==> config.mk <==
export PLATFORM = sky130hd
export DESIGN_NAME = readout_feature_packer
export DESIGN_NICKNAME = d
export VERILOG_FILES = /design/src/rtl/readout_feature_packer.sv
export SDC_FILE = /design/constraint.sdc
export NUM_CORES = 1
export LEC_CHECK = 0
export CAP_MARGIN = 20
export CELL_PAD_IN_SITES_DETAIL_PLACEMENT = 1
export CELL_PAD_IN_SITES_GLOBAL_PLACEMENT = 1
export CORE_ASPECT_RATIO = 0.75
export CORE_MARGIN = 2
export CORE_UTILIZATION = 35
export CTS_CLUSTER_DIAMETER = 80
export DETAILED_ROUTE_END_ITERATION = 8
export PLACE_DENSITY = 0.66
export SLEW_MARGIN = 10
export SYNTH_ARGS = -nofsm -noshare
export SYNTH_HDL_FRONTEND = slang
export SYNTH_SLANG_ARGS = --single-unit
==> constraint.sdc <==
create_clock -name clk -period 2.8 [get_ports clk]
set_input_delay 0.28 -clock clk [delete_from_list [all_inputs] [get_ports clk]]
set_output_delay 0.28 -clock clk [all_outputs]
set_load 0.05 [all_outputs]
==> src/rtl/readout_feature_packer.sv <==
// Quantizes a stream of signed readout samples into QBITS-wide codes and packs one shot per vector.
// Optional build macro PACKER_STATS_EN adds shots_out / sat_count counters.
module readout_feature_packer #(
  parameter int IN_W     = 16,
  parameter int QBITS    = 2,
  parameter int NUM_FEAT = 32,
  parameter int SHIFT    = 12
) (
  input  logic                      clk,
  input  logic                      rst,
  input  logic signed [IN_W-1:0]    s_data,
  input  logic                      s_valid,
  input  logic                      s_last,
  output logic                      s_ready,
  output logic [NUM_FEAT*QBITS-1:0] m_data,
  output logic                      m_valid,
  input  logic                      m_ready,
  output logic                      frame_err
`ifdef PACKER_STATS_EN
  ,
  output logic [31:0]               shots_out,
  output logic [31:0]               sat_count
`endif
);

  localparam int VW = NUM_FEAT * QBITS;
  localparam int CW = (NUM_FEAT > 1) ? $clog2(NUM_FEAT) : 1;
  localparam logic signed [IN_W:0] MID_W = (IN_W+1)'(2 ** (QBITS - 1));
  localparam logic signed [IN_W:0] MAX_W = (IN_W+1)'(2 ** QBITS - 1);
  localparam logic [QBITS-1:0]     MID_CODE = QBITS'(2 ** (QBITS - 1));
  localparam logic [VW-1:0]        MID_VEC = {NUM_FEAT{MID_CODE}};

  // Valid/ready: a beat or vector moves only in a cycle where valid and ready are both high;
  // a producer holds data stable while valid is high and ready is low.
  typedef enum logic [1:0] {COLLECT = 2'd0, DRAIN = 2'd1, FULL = 2'd2} state_t;

  state_t          state;
  state_t          state_nxt;
  logic [CW-1:0]   cnt;
  logic [VW-1:0]   asm_reg;
  logic [VW-1:0]   asm_next;
  logic            pend;

  logic signed [IN_W-1:0] shifted;
  logic signed [IN_W:0]   q_wide;
  logic [QBITS-1:0]       code;
  logic                   clamped;

  logic accept;
  logic in_collect;
  logic at_end;
  logic close;
  logic out_free;
  logic direct_xfer;
  logic pend_xfer;
  logic malformed;

  always_comb begin
    shifted = s_data >>> SHIFT;
    q_wide  = {shifted[IN_W-1], shifted} + MID_W;
    clamped = 1'b0;
    code    = q_wide[QBITS-1:0];
    if (q_wide[IN_W]) begin
      code    = '0;
      clamped = 1'b1;
    end else if (q_wide > MAX_W) begin
      code    = '1;
      clamped = 1'b1;
    end
  end

  always_comb begin
    asm_next = asm_reg;
    for (int k = 0; k < NUM_FEAT; k++) begin
      if (cnt == CW'(k)) asm_next[k*QBITS +: QBITS] = code;
    end
  end

  always_comb begin
    accept      = s_valid & s_ready;
    in_collect  = (state == COLLECT);
    at_end      = (cnt == CW'(NUM_FEAT - 1));
    close       = in_collect & accept & (s_last | at_end);
    out_free    = ~m_valid | m_ready;
    // A closing beat bypasses the assembly register so a free output sees it next cycle.
    direct_xfer = close & out_free;
    pend_xfer   = pend & out_free;
    malformed   = close & ~(s_last & at_end);
  end

  always_ff @(posedge clk) begin
    if (rst) state <= COLLECT;
    else     state <= state_nxt;
  end

  always_comb begin
    state_nxt = state;
    case (state)
      COLLECT: begin
        if (close) begin
          if (!s_last)       state_nxt = DRAIN;
          else if (out_free) state_nxt = COLLECT;
          else               state_nxt = FULL;
        end
      end
      DRAIN: begin
        if (accept && s_last) state_nxt = (pend && !out_free) ? FULL : COLLECT;
      end
      FULL: begin
        if (out_free) state_nxt = COLLECT;
      end
      default: state_nxt = COLLECT;
    endcase
  end

  always_comb begin
    s_ready = (state != FULL);
  end

  always_ff @(posedge clk) begin
    if (rst) begin
      m_valid   <= 1'b0;
      m_data    <= '0;
      frame_err <= 1'b0;
      cnt       <= '0;
      asm_reg   <= MID_VEC;
      pend      <= 1'b0;
    end else begin
      frame_err <= malformed;
      if (direct_xfer || pend_xfer) begin
        m_valid <= 1'b1;
        m_data  <= direct_xfer ? asm_next : asm_reg;
        asm_reg <= MID_VEC;
        pend    <= 1'b0;
      end else if (m_ready) begin
        m_valid <= 1'b0;
      end
      if (close) begin
        cnt <= '0;
        if (!out_free) begin
          asm_reg <= asm_next;
          pend    <= 1'b1;
        end
      end else if (in_collect && accept) begin
        asm_reg <= asm_next;
        cnt     <= cnt + CW'(1);
      end
    end
  end

`ifdef PACKER_STATS_EN
  always_ff @(posedge clk) begin
    if (rst) begin
      shots_out <= '0;
      sat_count <= '0;
    end else begin
      if (m_valid && m_ready)               shots_out <= shots_out + 32'd1;
      if (in_collect && accept && clamped)  sat_count <= sat_count + 32'd1;
    end
  end
`endif

endmodule
==> parameters.txt <==
Parameter                              Value

Outcome
  Outcome ... finished, final reports clean

Floorplan
  Floorplan die width ... 162 um
  Core region area ... 18500 sq um
  Chip height ... ~120 um
  Total number of placement rows ... 43
  Effective utilization at floorplan ... 0.356
  Overall die area ... 19900 sq um
  Number of ports placed on the die boundary ... 88

Layout
  Area growth from synthesis to final layout ... 25.9%
  Net total in the final layout ... 785
  Most common cell after layout, fill and taps aside ... sky130_fd_sc_hd__dfxtp_1
  Commonest cells after routing, fill and taps aside ... sky130_fd_sc_hd__dfxtp_1, sky130_fd_sc_hd__a22o_1, sky130_fd_sc_hd__clkdlybuf4s50_1
  Layout cells sized above 1 ... 0.117
  Final design area excluding fillers ... 8270 sq um
  Number of antenna cells inserted ... 0

Synth
  Unique cell type count in the Yosys netlist ... 42
  Adder-cell share of the synthesized area ... 0.0152
  Total of flip-flops plus latches after synthesis ... 138
  Area fraction in compound gates after synthesis ... 0.339
  Mean instance size in the synthesized netlist ... 9.11 sq um
  Largest family of logic cells by synthesized area ... compound AO/OA/AOI/OAI gates
  Syn Inst Count ... slightly above 700
  Cell area after synthesis ... 6570 sq um
  Share of synthesized area spent on multiplexers ... 0.00152
  Most used DFF post-synth ... sky130_fd_sc_hd__dfxtp_1
  Synth async-reset ratio ... 0
  Post-Synth Simple-Gate Area ... 0.146
  Number of enable-type register cells in the synthesized netlist ... 0
  Synth warn ... 0
  Syn Nets ... 750
  Post-synthesis share of cell area spent on xor and xnor gates ... 0.00534
  Portion of the post-synthesis area used by sequential elements ... 0.421

STA
  Fin Clk Skew ... 0.00714 ns
  Slew at the pin with the worst max-slew slack ... 0.834 ns
  Rel. slew slack ... 0.443
  Unrepaired setup endpoints after global routing ... no
  Final hold violation count ... 0
  Post-layout minimum cycle time ... 2.52 ns
  Setup tns final ... 0 ns
  Fin crit share ... 0.900
  Final Max Slew Viols ... 0
  Maximum clock frequency ... 397 MHz
  Endpoints failing setup ... 0

Drt
  Wire length on met2 ... 9950 um
  Met1 wire length ... 9810 um
  Post-detailed-route DRC marker count ... 0
  DR top layer ... met4
  Initial detailed-routing violation count ... 414
  Total number of vias ... 6107
  Average detailed-routed wire length per instance ... ~21 um
  Pre-antenna DRT Iters ... 5
  Post-detailed-routing wire length ... 21000 um
  ANT nets after route ... 0
  Routed length on met3 ... 789 um
  Via density per instance ... 6.01

Setup path
  Data required time of the worst path ... roughly 3.1 ns
  Type of the setup path with the least slack ... flop to flop
  Source of the worst register-to-register timing path ... cnt[1]$_SDFFE_PP0P_
  Arrival @ worst endpoint ... 2.84 ns
  Flop2flop setup slack ... 0.28 ns
  Terminus of the critical flop-to-flop path ... m_data[29]$_SDFFE_PP0P_
  Worst-path fanout max ... 64
  Cells on worst reg2reg path ... 9
  Crit path launch type ... flop
  Kind of end point of the critical path ... flop

Global routing
  Initial antenna violation count ... 0
  Total routing usage reported by global routing ... 0.218
  Pin count of the biggest net entering global routing ... 65
  Wire length of the first global-routing pass ... 34200 um
  Via count of the first global-routing pass ... 6489
  Overflow left after global routing ... 0

Job
  Maximum Capacitance Violations ... 0

Placed design
  IO buf count ... 75
  Placed Instance Area ... 7650 sq um
  HPWL reported at the end of detailed placement ... 12600 um
  Routability-driven placement congestion ratio ... 0.741

Worst hold path
  Terminating pin of the worst hold path ... m_data[45]$_SDFFE_PP0P_
  Hold path cells ... 1
  Min-delay src ... m_data[45]$_SDFFE_PP0P_
  Type of the worst min-delay path ... flop to flop

Clock tree
  # Post-CTS Setup Buffers ... 0
  Number of buffers between clock root and the deepest sink ... 2
  Clock Root Buffer ... sky130_fd_sc_hd__clkbuf_16
  Cts bufs inserted ... 17
  H-tree depth ... 4
  Clock latency on the worst-skew pair ... between 0.4 and 0.5 ns
  CTS clk-pin slew, worst paths ... approximately 0.060 ns
  Count of clock tree sinks ... 138
  TritonCTS clock tree ... done
  Post-cts hold buffer count ... 0

Pwr
  Power density over cell area ... around 620 nW/um^2
  LEAKAGE ... 2.90 nW
  Worst vdd ir ... 263 uV
-- synthesized netlist by cell type (3+ instances only) --
master                       n  area, sq um
sky130_fd_sc_hd__nor4bb_1   12          120
sky130_fd_sc_hd__buf_2      14         70.1
sky130_fd_sc_hd__clkbuf_1   75          282
sky130_fd_sc_hd__a32o_1     63          631
sky130_fd_sc_hd__nor2_1      7         26.3
sky130_fd_sc_hd__nor4b_2     4         60.1
sky130_fd_sc_hd__ha_1        8          100
sky130_fd_sc_hd__a21o_1      3         22.5
sky130_fd_sc_hd__and4_1      3         26.3
sky130_fd_sc_hd__dfxtp_1   138         2760
sky130_fd_sc_hd__a21oi_1    67          335
sky130_fd_sc_hd__and4b_1    11          110
sky130_fd_sc_hd__a22o_1     95          832
sky130_fd_sc_hd__inv_1       7         26.3
sky130_fd_sc_hd__buf_6       7         78.8
sky130_fd_sc_hd__nor3_1      4         20.0
sky130_fd_sc_hd__buf_1       5         18.8
sky130_fd_sc_hd__o21ai_0    65          325
sky130_fd_sc_hd__nand2_1    32          120
sky130_fd_sc_hd__nand3_1    73          365
-- cells by family (layout without fill, tap and decap cells) --
group,count (synthesis),after routing
AOI/OAI and AO/OA,302,302
and+or+nand+nor,160,160
DFF,138,138
buffers and inverters,108,156
adders and majority gates,8,8
xor gates and xnor gates,4,4
muxes,1,1
-- per-stage QoR --
stage / cells / power (mW) / util / hold WS, ns / worst slack (ns)
2_1_floorplan: 721 / 2.53 / - / 0.443 / 0.477
3_3_place_gp: 984 / 2.77 / 0.415 / 0.454 / 0.259
3_5_place_dp: 984 / 2.78 / 0.415 / 0.454 / 0.140
4_1_cts: 1016 / 5.15 / 0.448 / 0.468 / 0.200
5_1_grt: 1016 / 5.27 / 0.448 / 0.477 / 0.105
6_report: 1016 / 5.10 / 0.448 / 0.464 / 0.280
-- metal layers --
layer / global-route usage / up-vias
met5: 0 / -
met4: 0.103 / 0
met3: 0.0402 / 37
met2: 0.364 / 130
met1: 0.276 / 3091
li1: - / 2849
-- cell type report --
type	instances	area [sq um]
clock buffer	20	467
clock inverter	12	146
fill	2053	10200
inverter	7	26.3
multi-input combinational	475	3380
sequential	138	2760
tap	247	309
timing repair buffer	117	1180
-- timing repair --
action,4_1_cts,5_1_grt
resized for setup,0,1
endpoints found under the setup margin,0,4
hold endpoints to repair,0,0
-- worst max-delay path, cell delays in order, from the launching register on --
cell                      delay, ns
sky130_fd_sc_hd__dfxtp_1       0.41
sky130_fd_sc_hd__ha_1          0.20
sky130_fd_sc_hd__and3_1        0.20
sky130_fd_sc_hd__ha_2          0.29
sky130_fd_sc_hd__nor2_1        0.16
sky130_fd_sc_hd__buf_4         0.20
sky130_fd_sc_hd__nor3_4        0.14
sky130_fd_sc_hd__buf_12        0.32
sky130_fd_sc_hd__nand3_1       0.15
sky130_fd_sc_hd__a32o_1        0.29
-- power by group --
group          switching (mW)  total, mW  internal, mW
logic                   0.466      0.696         0.230
clock network           0.897       2.36          1.46
registers              0.0313       2.05          2.02
total                    1.39       5.10          3.71
-- how the worst max path moves through the flow --
stage / start / to / slack [ns] / cells past startpoint
2_1_floorplan: cnt[0]$_SDFFE_PP0P_ / m_data[24]$_SDFFE_PP0P_ / 0.48 / 9
3_3_place_gp: s_valid / m_data[7]$_SDFFE_PP0P_ / 0.26 / 6
3_5_place_dp: s_valid / m_data[5]$_SDFFE_PP0P_ / 0.14 / 6
4_1_cts: cnt[1]$_SDFFE_PP0P_ / m_data[29]$_SDFFE_PP0P_ / 0.20 / 9
5_1_grt: cnt[1]$_SDFFE_PP0P_ / m_data[29]$_SDFFE_PP0P_ / 0.10 / 9
6_report: cnt[1]$_SDFFE_PP0P_ / m_data[29]$_SDFFE_PP0P_ / 0.28 / 9
Note: power is estimated with default switching activity, not from simulation.
